==> src/rtl/pa_dma_pkg.sv <==
// DMA controller shared types: FSM states, register offsets, ctrl/status bit positions.
// Latency: none (types only). Backpressure: not applicable.
package pa_dma;

    typedef enum logic [2:0] {
        ST_IDLE  = 3'd0,
        ST_REQ   = 3'd1,
        ST_READ  = 3'd2,
        ST_WRITE = 3'd3,
        ST_DONE  = 3'd4
    } state_t;

    localparam logic [2:0] REG_SRC_LO = 3'd0;
    localparam logic [2:0] REG_SRC_HI = 3'd1;
    localparam logic [2:0] REG_DST_LO = 3'd2;
    localparam logic [2:0] REG_DST_HI = 3'd3;
    localparam logic [2:0] REG_CNT_LO = 3'd4;
    localparam logic [2:0] REG_CNT_HI = 3'd5;
    localparam logic [2:0] REG_CTRL   = 3'd6;

    localparam int CTRL_START  = 0;
    localparam int CTRL_DEC    = 1;
    localparam int CTRL_IRQ_EN = 2;
    localparam int CTRL_ABORT  = 3;

    localparam int STAT_BUSY    = 0;
    localparam int STAT_DONE    = 1;
    localparam int STAT_ABORTED = 2;

endpackage

==> src/rtl/dma_controller.sv <==
// Bus-master DMA: copies a programmed byte block memory->memory while the CPU grants the bus.
// Latency: one byte per READ/WRITE pair (2 cycles); grant checked after each WRITE, pairs never split.
// Backpressure: dma_ack low parks the engine in REQ indefinitely; outputs decode registered state only.
module dma_controller
    import pa_dma::*;
#(
    parameter int ADDR_W = 16,
    parameter int DATA_W = 8
) (
    input  logic              clk,
    input  logic              arst,
    input  logic              cfg_we,
    input  logic [2:0]        cfg_addr,
    input  logic [7:0]        cfg_wdata,
    output logic [7:0]        status,
    output logic              irq,
    output logic              dma_req,
    input  logic              dma_ack,
    output logic [ADDR_W-1:0] bus_addr,
    output logic              bus_rd,
    output logic              bus_wr,
    output logic [DATA_W-1:0] bus_wdata,
    input  logic [DATA_W-1:0] bus_rdata
);

    localparam logic [ADDR_W-1:0] ONE = ADDR_W'(1);

    state_t            state_q, state_d;
    logic [ADDR_W-1:0] src_q, src_d;
    logic [ADDR_W-1:0] dst_q, dst_d;
    logic [ADDR_W-1:0] cnt_q, cnt_d;
    logic [DATA_W-1:0] wdata_q, wdata_d;
    logic              dec_q, dec_d;
    logic              irq_en_q, irq_en_d;
    logic              done_q, done_d;
    logic              aborted_q, aborted_d;
    logic              abort_pend_q, abort_pend_d;

    logic busy, ctrl_wr, abort_req, start_req;

    always_comb begin
        busy      = (state_q == ST_REQ) || (state_q == ST_READ) || (state_q == ST_WRITE);
        ctrl_wr   = cfg_we && (cfg_addr == REG_CTRL);
        abort_req = ctrl_wr && cfg_wdata[CTRL_ABORT];
        start_req = ctrl_wr && cfg_wdata[CTRL_START];
    end

    always_comb begin
        state_d      = state_q;
        src_d        = src_q;
        dst_d        = dst_q;
        cnt_d        = cnt_q;
        wdata_d      = wdata_q;
        dec_d        = dec_q;
        irq_en_d     = irq_en_q;
        done_d       = done_q;
        aborted_d    = aborted_q;
        abort_pend_d = abort_pend_q;

        if (ctrl_wr) begin
            done_d    = 1'b0;
            aborted_d = 1'b0;
            irq_en_d  = cfg_wdata[CTRL_IRQ_EN];
            if (!busy) begin
                dec_d = cfg_wdata[CTRL_DEC];
            end
        end

        // Address/count registers are frozen while a transfer owns them.
        if (cfg_we && !busy) begin
            case (cfg_addr)
                REG_SRC_LO: src_d[7:0]        = cfg_wdata;
                REG_SRC_HI: src_d[ADDR_W-1:8] = cfg_wdata[ADDR_W-9:0];
                REG_DST_LO: dst_d[7:0]        = cfg_wdata;
                REG_DST_HI: dst_d[ADDR_W-1:8] = cfg_wdata[ADDR_W-9:0];
                REG_CNT_LO: cnt_d[7:0]        = cfg_wdata;
                REG_CNT_HI: cnt_d[ADDR_W-1:8] = cfg_wdata[ADDR_W-9:0];
                default: ;
            endcase
        end

        case (state_q)
            ST_IDLE: begin
                if (start_req) begin
                    if (cnt_q == '0) begin
                        state_d = ST_DONE;
                        done_d  = 1'b1;
                    end else begin
                        state_d = ST_REQ;
                    end
                end
            end
            ST_REQ: begin
                if (abort_req) begin
                    state_d   = ST_DONE;
                    done_d    = 1'b1;
                    aborted_d = 1'b1;
                end else if (dma_ack) begin
                    state_d = ST_READ;
                end
            end
            ST_READ: begin
                wdata_d = bus_rdata;
                state_d = ST_WRITE;
                // Abort seen mid-pair is held until the WRITE half has gone out.
                if (abort_req) begin
                    abort_pend_d = 1'b1;
                end
            end
            ST_WRITE: begin
                src_d        = dec_q ? (src_q - ONE) : (src_q + ONE);
                dst_d        = dec_q ? (dst_q - ONE) : (dst_q + ONE);
                cnt_d        = cnt_q - ONE;
                abort_pend_d = 1'b0;
                if (cnt_q == ONE) begin
                    state_d = ST_DONE;
                    done_d  = 1'b1;
                end else if (abort_pend_q || abort_req) begin
                    state_d   = ST_DONE;
                    done_d    = 1'b1;
                    aborted_d = 1'b1;
                end else if (!dma_ack) begin
                    state_d = ST_REQ;
                end else begin
                    state_d = ST_READ;
                end
            end
            ST_DONE: state_d = ST_IDLE;
            default: state_d = ST_IDLE;
        endcase
    end

    always_ff @(posedge clk or posedge arst) begin
        if (arst) begin
            state_q      <= ST_IDLE;
            src_q        <= '0;
            dst_q        <= '0;
            cnt_q        <= '0;
            wdata_q      <= '0;
            dec_q        <= 1'b0;
            irq_en_q     <= 1'b0;
            done_q       <= 1'b0;
            aborted_q    <= 1'b0;
            abort_pend_q <= 1'b0;
        end else begin
            state_q      <= state_d;
            src_q        <= src_d;
            dst_q        <= dst_d;
            cnt_q        <= cnt_d;
            wdata_q      <= wdata_d;
            dec_q        <= dec_d;
            irq_en_q     <= irq_en_d;
            done_q       <= done_d;
            aborted_q    <= aborted_d;
            abort_pend_q <= abort_pend_d;
        end
    end

    always_comb begin
        dma_req   = busy;
        bus_rd    = (state_q == ST_READ);
        bus_wr    = (state_q == ST_WRITE);
        bus_addr  = '0;
        if (state_q == ST_READ) begin
            bus_addr = src_q;
        end else if (state_q == ST_WRITE) begin
            bus_addr = dst_q;
        end
        bus_wdata            = wdata_q;
        status               = '0;
        status[STAT_BUSY]    = busy;
        status[STAT_DONE]    = done_q;
        status[STAT_ABORTED] = aborted_q;
        irq                  = done_q & irq_en_q;
    end

endmodule
==> config.mk <==
export PLATFORM = sky130hd
export DESIGN_NAME = dma_controller
export DESIGN_NICKNAME = d
export VERILOG_FILES = /design/src/rtl/pa_dma_pkg.sv /design/src/rtl/dma_controller.sv
export SDC_FILE = /design/constraint.sdc
export NUM_CORES = 1
export LEC_CHECK = 0
export ABC_AREA = 1
export CORE_MARGIN = 8
export CORE_UTILIZATION = 40
export DETAILED_ROUTE_END_ITERATION = 6
export HOLD_SLACK_MARGIN = 0.15
export SLEW_MARGIN = 20
export SYNTH_ARGS = -nofsm -noshare
export SYNTH_HDL_FRONTEND = slang
export SYNTH_SLANG_ARGS = --single-unit
==> constraint.sdc <==
create_clock -name clk -period 2.8 [get_ports clk]
set_input_delay 0.56 -clock clk [delete_from_list [all_inputs] [get_ports clk]]
set_output_delay 0.56 -clock clk [all_outputs]
set_load 0.1 [all_outputs]
==> results.toml, run 1 <==
[clock_tree]
clkSinkCount = 64
cts_tree = "done"
cts_hold_buf = 0
clk_latency_ns = 0.34
clock_path_buffers = 2
cts-root-buf = "clkbuf_16"
cts_buffers = 9
clk_pin_slew_worst_paths_ns = 0.06
cts-resized-gates = 0
htreeDepth = 3
post-cts-setup-buffers = 0

[setup_path]
critical_path_arrival_ns = 1.97
critPathRequiredTime_ns = 2.24
critPathLaunchType = "register"
path_cells = "inv_1 > nand3_4 > clkinv_2 > buf_4 > a22o_1 > buf_12"
crit_buf_inv = 4
max_stage_delay_ns = 0.39
cpLargestDelayFamily = "buffers and inverters"
critPathCaptureType = "output pin"
slowest_stage = "dfrtp_1"
crit_fanout = 26
critPathKind = "reg2out"

[finish]
area_delta_synth_final_pct = 21.6
final_layout_size_suffix_gt1_share_pct = 8.67
num_antenna_cells = 0
fillers = 1374
nets = 951

[route]
drc_errors = 0
drt-wirelength-per-cell_um = 14.2
drt-total-wl_mm = 15.3
routed_via_density = 4.91
detail_route.first_pass.iterations = 5
vias = 5279
drtIter0Drc = 348
drtAntennaViolNets = 0

[placement]
port_buffers = 53
dp_hpwl_mm = 11.9
gp_congestion = 0.864

[sta]
fmax_ghz = 0.395
finalClockSkew_ns = 0.00890
timing.setup.tns_ns = 0
slew_viol_final = 0
fin_crit_sh_pct = 90.4
final-hold-violation-count = 0
grt_setup_unrepaired = "false"
period_needed_ns = 2.53
setup_viol = 0

[hold_path]
hold_path_class = "reg2reg"

[floorplanning]
num_rows = 42
die_area_um2 = 17500
initial_core_util_pct = 40.9
io-pin-count = 59
fp.dieW_um = 132
core_region_area_um2 = 13200
die_h_um = 132

[logic_synthesis]
netlist_area_um2 = 5410
synth-seq-cells = 64
yosys_warnings = 0
ys_seq_area_share_pct = 29.6
synth_cells = 839
syn_area_per_cell_um2 = 6.45
synth.distinct_cells = 42

[run_status]
status = "complete, no violations"

[grt]
grt-ovfl-total = 0
grt_pass1_vias = 5053
grt_pass1_wl_mm = 25.1
antenna_found_initial = 0
grt_usage_pct = 17.5
grt_max_degree = 33

[job]
drv_cap = 0
==> worst min-delay path, delay by kind of cell (launching register included) <==
kind,cells,cell delay (ns)
flops,1,0.34
simple gates,2,0.10
==> cells in the mapped netlist, drive strengths merged <==
library cell / number / area, um^2
a21boi: 1 / 7.51
a21o: 1 / 7.51
a21oi: 23 / 115
a22o: 14 / 123
a22oi: 1 / 7.51
a31oi: 2 / 12.5
and2: 2 / 12.5
buf: 21 / 150
clkbuf: 1 / 3.75
clkinv: 2 / 8.75
conb: 1 / 3.75
dfrtp: 64 / 1600
fa: 2 / 40.0
ha: 31 / 388
inv: 132 / 495
nand2: 313 / 1180
nand3: 74 / 383
nand3b: 7 / 52.6
nand4: 6 / 58.8
nor2: 64 / 275
nor3: 10 / 50.1
o211ai: 16 / 120
o21ai: 34 / 181
o221ai: 3 / 26.3
o22ai: 2 / 12.5
o31ai: 1 / 7.51
or2: 6 / 37.5
xnor2: 4 / 35.0
xor2: 1 / 8.76
==> worst paths after layout <==
path                                    from      endpoint  slack [ns]  depth (start not counted)
min in group asynchronous               arst  bus_wdata[4]        0.56                          2
worst min register to register  bus_wdata[5]  bus_wdata[5]        0.47                          2
worst max-delay path              state_q[2]   bus_addr[2]        0.27                          6
max in group asynchronous               arst     dst_q[12]        1.52                          3
worst min-delay path            bus_wdata[5]  bus_wdata[5]        0.47                          2
worst max register to register         dec_q     src_q[11]        0.67                          9
==> per-layer routing <==
layer | track usage [%] | vias to the layer above | part of all wire [%]
met5 | 0 | - | 0
met4 | 3.15 | 0 | 1.1
met3 | 4.00 | 14 | 3.8
met2 | 29.3 | 100 | 47
met1 | 22.7 | 2385 | 48
li1 | - | 2780 | -
==> per-stage QoR <==
stage               setup slack (ns)  util, %  std cells  cell area [um^2]  hold WS (ns)
detailed placement             0.518     47.3       1060              6260         0.461
global route                   0.186     49.7       1076              6580         0.490
floorplan                     0.0927        -        843              5430         0.442
global placement               0.562     47.3       1060              6260         0.459
finish                         0.270     49.7       1076              6580         0.469
CTS                            0.295     49.7       1076              6580         0.474
==> flip-flops by register name (all words and copies together) (netlist names), 3 cells and up <==
name / count
bus_wdata: 8
cnt_q: 16
dst_q: 16
src_q: 16
state_q: 3
==> cells by family (layout without fill, tap and decap cells) <==
| group | count (synthesis) | in the layout | synth area share (%) |
|---|---|---|---|
| AND/OR/NAND/NOR | 482 | 482 | 38.0 |
| XOR/XNOR | 5 | 5 | 0.809 |
| flip-flops | 64 | 64 | 29.6 |
| buffers and inverters | 156 | 213 | 12.2 |
| other | 1 | 5 | 0.0693 |
| AO/OA/AOI/OAI | 98 | 98 | 11.5 |
| adder cells (fa/ha/maj) | 33 | 33 | 7.91 |
==> layout make-up <==
| cell class | count | area [um^2] | area share [%] |
|---|---|---|---|
| repair buffers | 63 | 766 | 11.6 |
| inverters | 134 | 504 | 7.67 |
| multi-input cells | 623 | 3170 | 48.2 |
| well taps | 176 | 220 | 3.35 |
| clock inverters | 3 | 65.1 | 0.989 |
| clock buffers | 13 | 250 | 3.81 |
| flip-flops and latches | 64 | 1600 | 24.4 |
==> layout by cell type (no fill, tap or decap), drive strengths merged, types with 10 or more instances in the layout <==
cell type,n
nor3,10
clkbuf,13
nor2,64
a22o,14
dfrtp,64
ha,31
inv,132
nand2,313
clkdlybuf4s50,22
buf,41
a21oi,23
nand3,74
o211ai,16
o21ai,34
Power of run 1 is left out: the tool's default activity adds up to more than one toggle a clock period on the data nets, which glitch-free logic cannot reach.
==> run 2: changes to the inputs <==
--- a/config.mk
+++ b/config.mk
@@ -7,9 +7,12 @@
 export LEC_CHECK = 0
 export ABC_AREA = 1
 export CORE_MARGIN = 8
-export CORE_UTILIZATION = 40
+export CORE_UTILIZATION = 58
 export DETAILED_ROUTE_END_ITERATION = 6
+export GPL_TIMING_DRIVEN = 0
 export HOLD_SLACK_MARGIN = 0.15
+export PLACE_DENSITY = 0.82
+export RECOVER_POWER = 100
 export SLEW_MARGIN = 20
 export SYNTH_ARGS = -nofsm -noshare
 export SYNTH_HDL_FRONTEND = slang
==> run 2 against run 1 <==
Non-clock buffer count increased by 13. Largest cell class unchanged. Sequential cell count is the same. Worst hold slack gained 0.013 ns. Wire length rose by 1.4%.
==> results.toml, run 2 (synthesis results as in run 1) <==
[run_status]
status = "complete, no violations"

[setup_path]
critPathCaptureType = "output pin"
slowest_stage = "dfrtp_1"
critPathRequiredTime_ns = 2.24
critPathKind = "reg2out"
critical_path_arrival_ns = 2.16
crit_fanout = 10
r2r_end = "src_q[15]"
r2r_slack_ns = 0.51
r2r_start = "dec_q"
reg2regPathDepth = 8
path_cells = "inv_1 > nand3_4 > clkinv_2 > buf_6 > buf_4 > a22o_1 > buf_4"
max_stage_delay_ns = 0.40
cpLargestDelayFamily = "buffers and inverters"
critPathLaunchType = "register"
cp_common_cell = "buf_4"
critical_path_depth = 7
crit_buf_inv = 5

[hold_path]
whs_endpoint = "bus_wdata[6]"
hold_path_class = "reg2reg"
min_delay_path_depth = 2
min_from = "bus_wdata[6]"

[clock_tree]
clk_pin_slew_worst_paths_ns = 0.08
htreeDepth = 3
post-cts-setup-buffers = 0
clk_latency_ns = 0.36
cts-root-buf = "clkbuf_8"
clkSinkCount = 64
cts_buffers = 9
clock_path_buffers = 2
cts_tree = "done"

[grt]
grt-ovfl-total = 0
antenna_found_initial = 0
grt_usage_pct = 24.6
grt_pass1_vias = 5277
grt_max_degree = 46
grt_pass1_wl_mm = 25.2

[placement]
port_buffers = 53
gp_congestion = 0.912
dp_hpwl_mm = 11.8
placed_cell_area_um2 = 6130

[floorplanning]
initial_core_util_pct = 59.1
io-pin-count = 59
core_region_area_um2 = 9150
die_area_um2 = 12700
die_h_um = 113
fp.dieW_um = 113
num_rows = 35

[route]
drt-wirelength-per-cell_um = 15.1
detail_route.first_pass.iterations = 5
routed_via_density = 5.53
drtAntennaViolNets = 0
drc_errors = 0
vias = 5661
drtIter0Drc = 387
drt-total-wl_mm = 15.5

[sta]
worst_pin_slew_ns = 1.20
fin_crit_sh_pct = 97.1
timing.setup.tns_ns = 0
period_needed_ns = 2.72
slew_headroom_pct = 20.1
finalClockSkew_ns = 0.00924
hold_slack_ns = 0.482
fmax_ghz = 0.368
grt_setup_unrepaired = "true"
slew_viol_final = 0
final-hold-violation-count = 0
setup_viol = 0

[finish]
final_layout_size_suffix_gt1_share_pct = 8.43
final_cell_mix = "nand2_1, inv_1, nand3_1"
fillers = 798
area_delta_synth_final_pct = 16.6
nets = 964
multiInputGateArea_um2 = 3150
finish.utilization_pct = 68.9
stdcell_area_um2 = 6310
ff_latch_area_um2 = 1600
num_antenna_cells = 0
final_common_cell = "nand2_1"
largest_registers = "cnt_q (16), dst_q (16), src_q (16)"

[job]
drv_cap = 0
-- run 2: changes by cell type in the layout (fill, tap and decap cells not counted), sizes merged --
cell,delta
clkdlybuf4s50,+8
buf,-4
clkinvlp,+3
dlygate4sd3,+3
dlygate4sd2,+2
clkbuf,+1
-- run 2: worst max path at each step --
stage                           from           end
after floorplan           state_q[2]   bus_addr[1]
after global placement          arst     cnt_q[14]
after detailed placement  state_q[2]  bus_addr[13]
after CTS                 state_q[2]   bus_addr[1]
after global routing      state_q[2]   bus_addr[2]
final                     state_q[2]  bus_addr[13]
-- run 2: metal layers --
layer / vias up / track usage, % / wire length (um)
met5: - / 0 / 0
met4: 0 / 9.26 / 448
met3: 44 / 5.31 / 1300
met2: 239 / 42.1 / 7270
met1: 2573 / 29.4 / 6470
li1: 2805 / - / -
-- run 2: tightest hold or removal path, stage by stage (launching register included) --
cell and delay (ns):
dfrtp_1 0.35, nand2_1 0.06, nand2_1 0.05
-- run 2: stage by stage --
step / worst slack [ns] / instances
3_3_place_gp: -0.612 / 1007
6_report: 0.0810 / 1024
5_1_grt: -0.00547 / 1024
2_1_floorplan: 0.0927 / 843
4_1_cts: 0.0342 / 1024
3_5_place_dp: -0.453 / 1008
-- run 2: timing repair --
| item | in CTS | in global routing |
|---|---|---|
| hold buffers | 0 | 0 |
| endpoints found under the setup margin | 20 | 17 |
| resized for setup | 109 | 16 |
-- run 2: cell type report --
type                       count  area share (%)
inverter                     134            8.01
clock inverter                 6            1.47
clock buffer                  10            2.02
tap                          111            2.20
timing repair buffer          54            8.41
buffer                        22            2.52
multi-input combinational    623            50.0
sequential                    64            25.4
Power of run 2 is left out for the same reason.
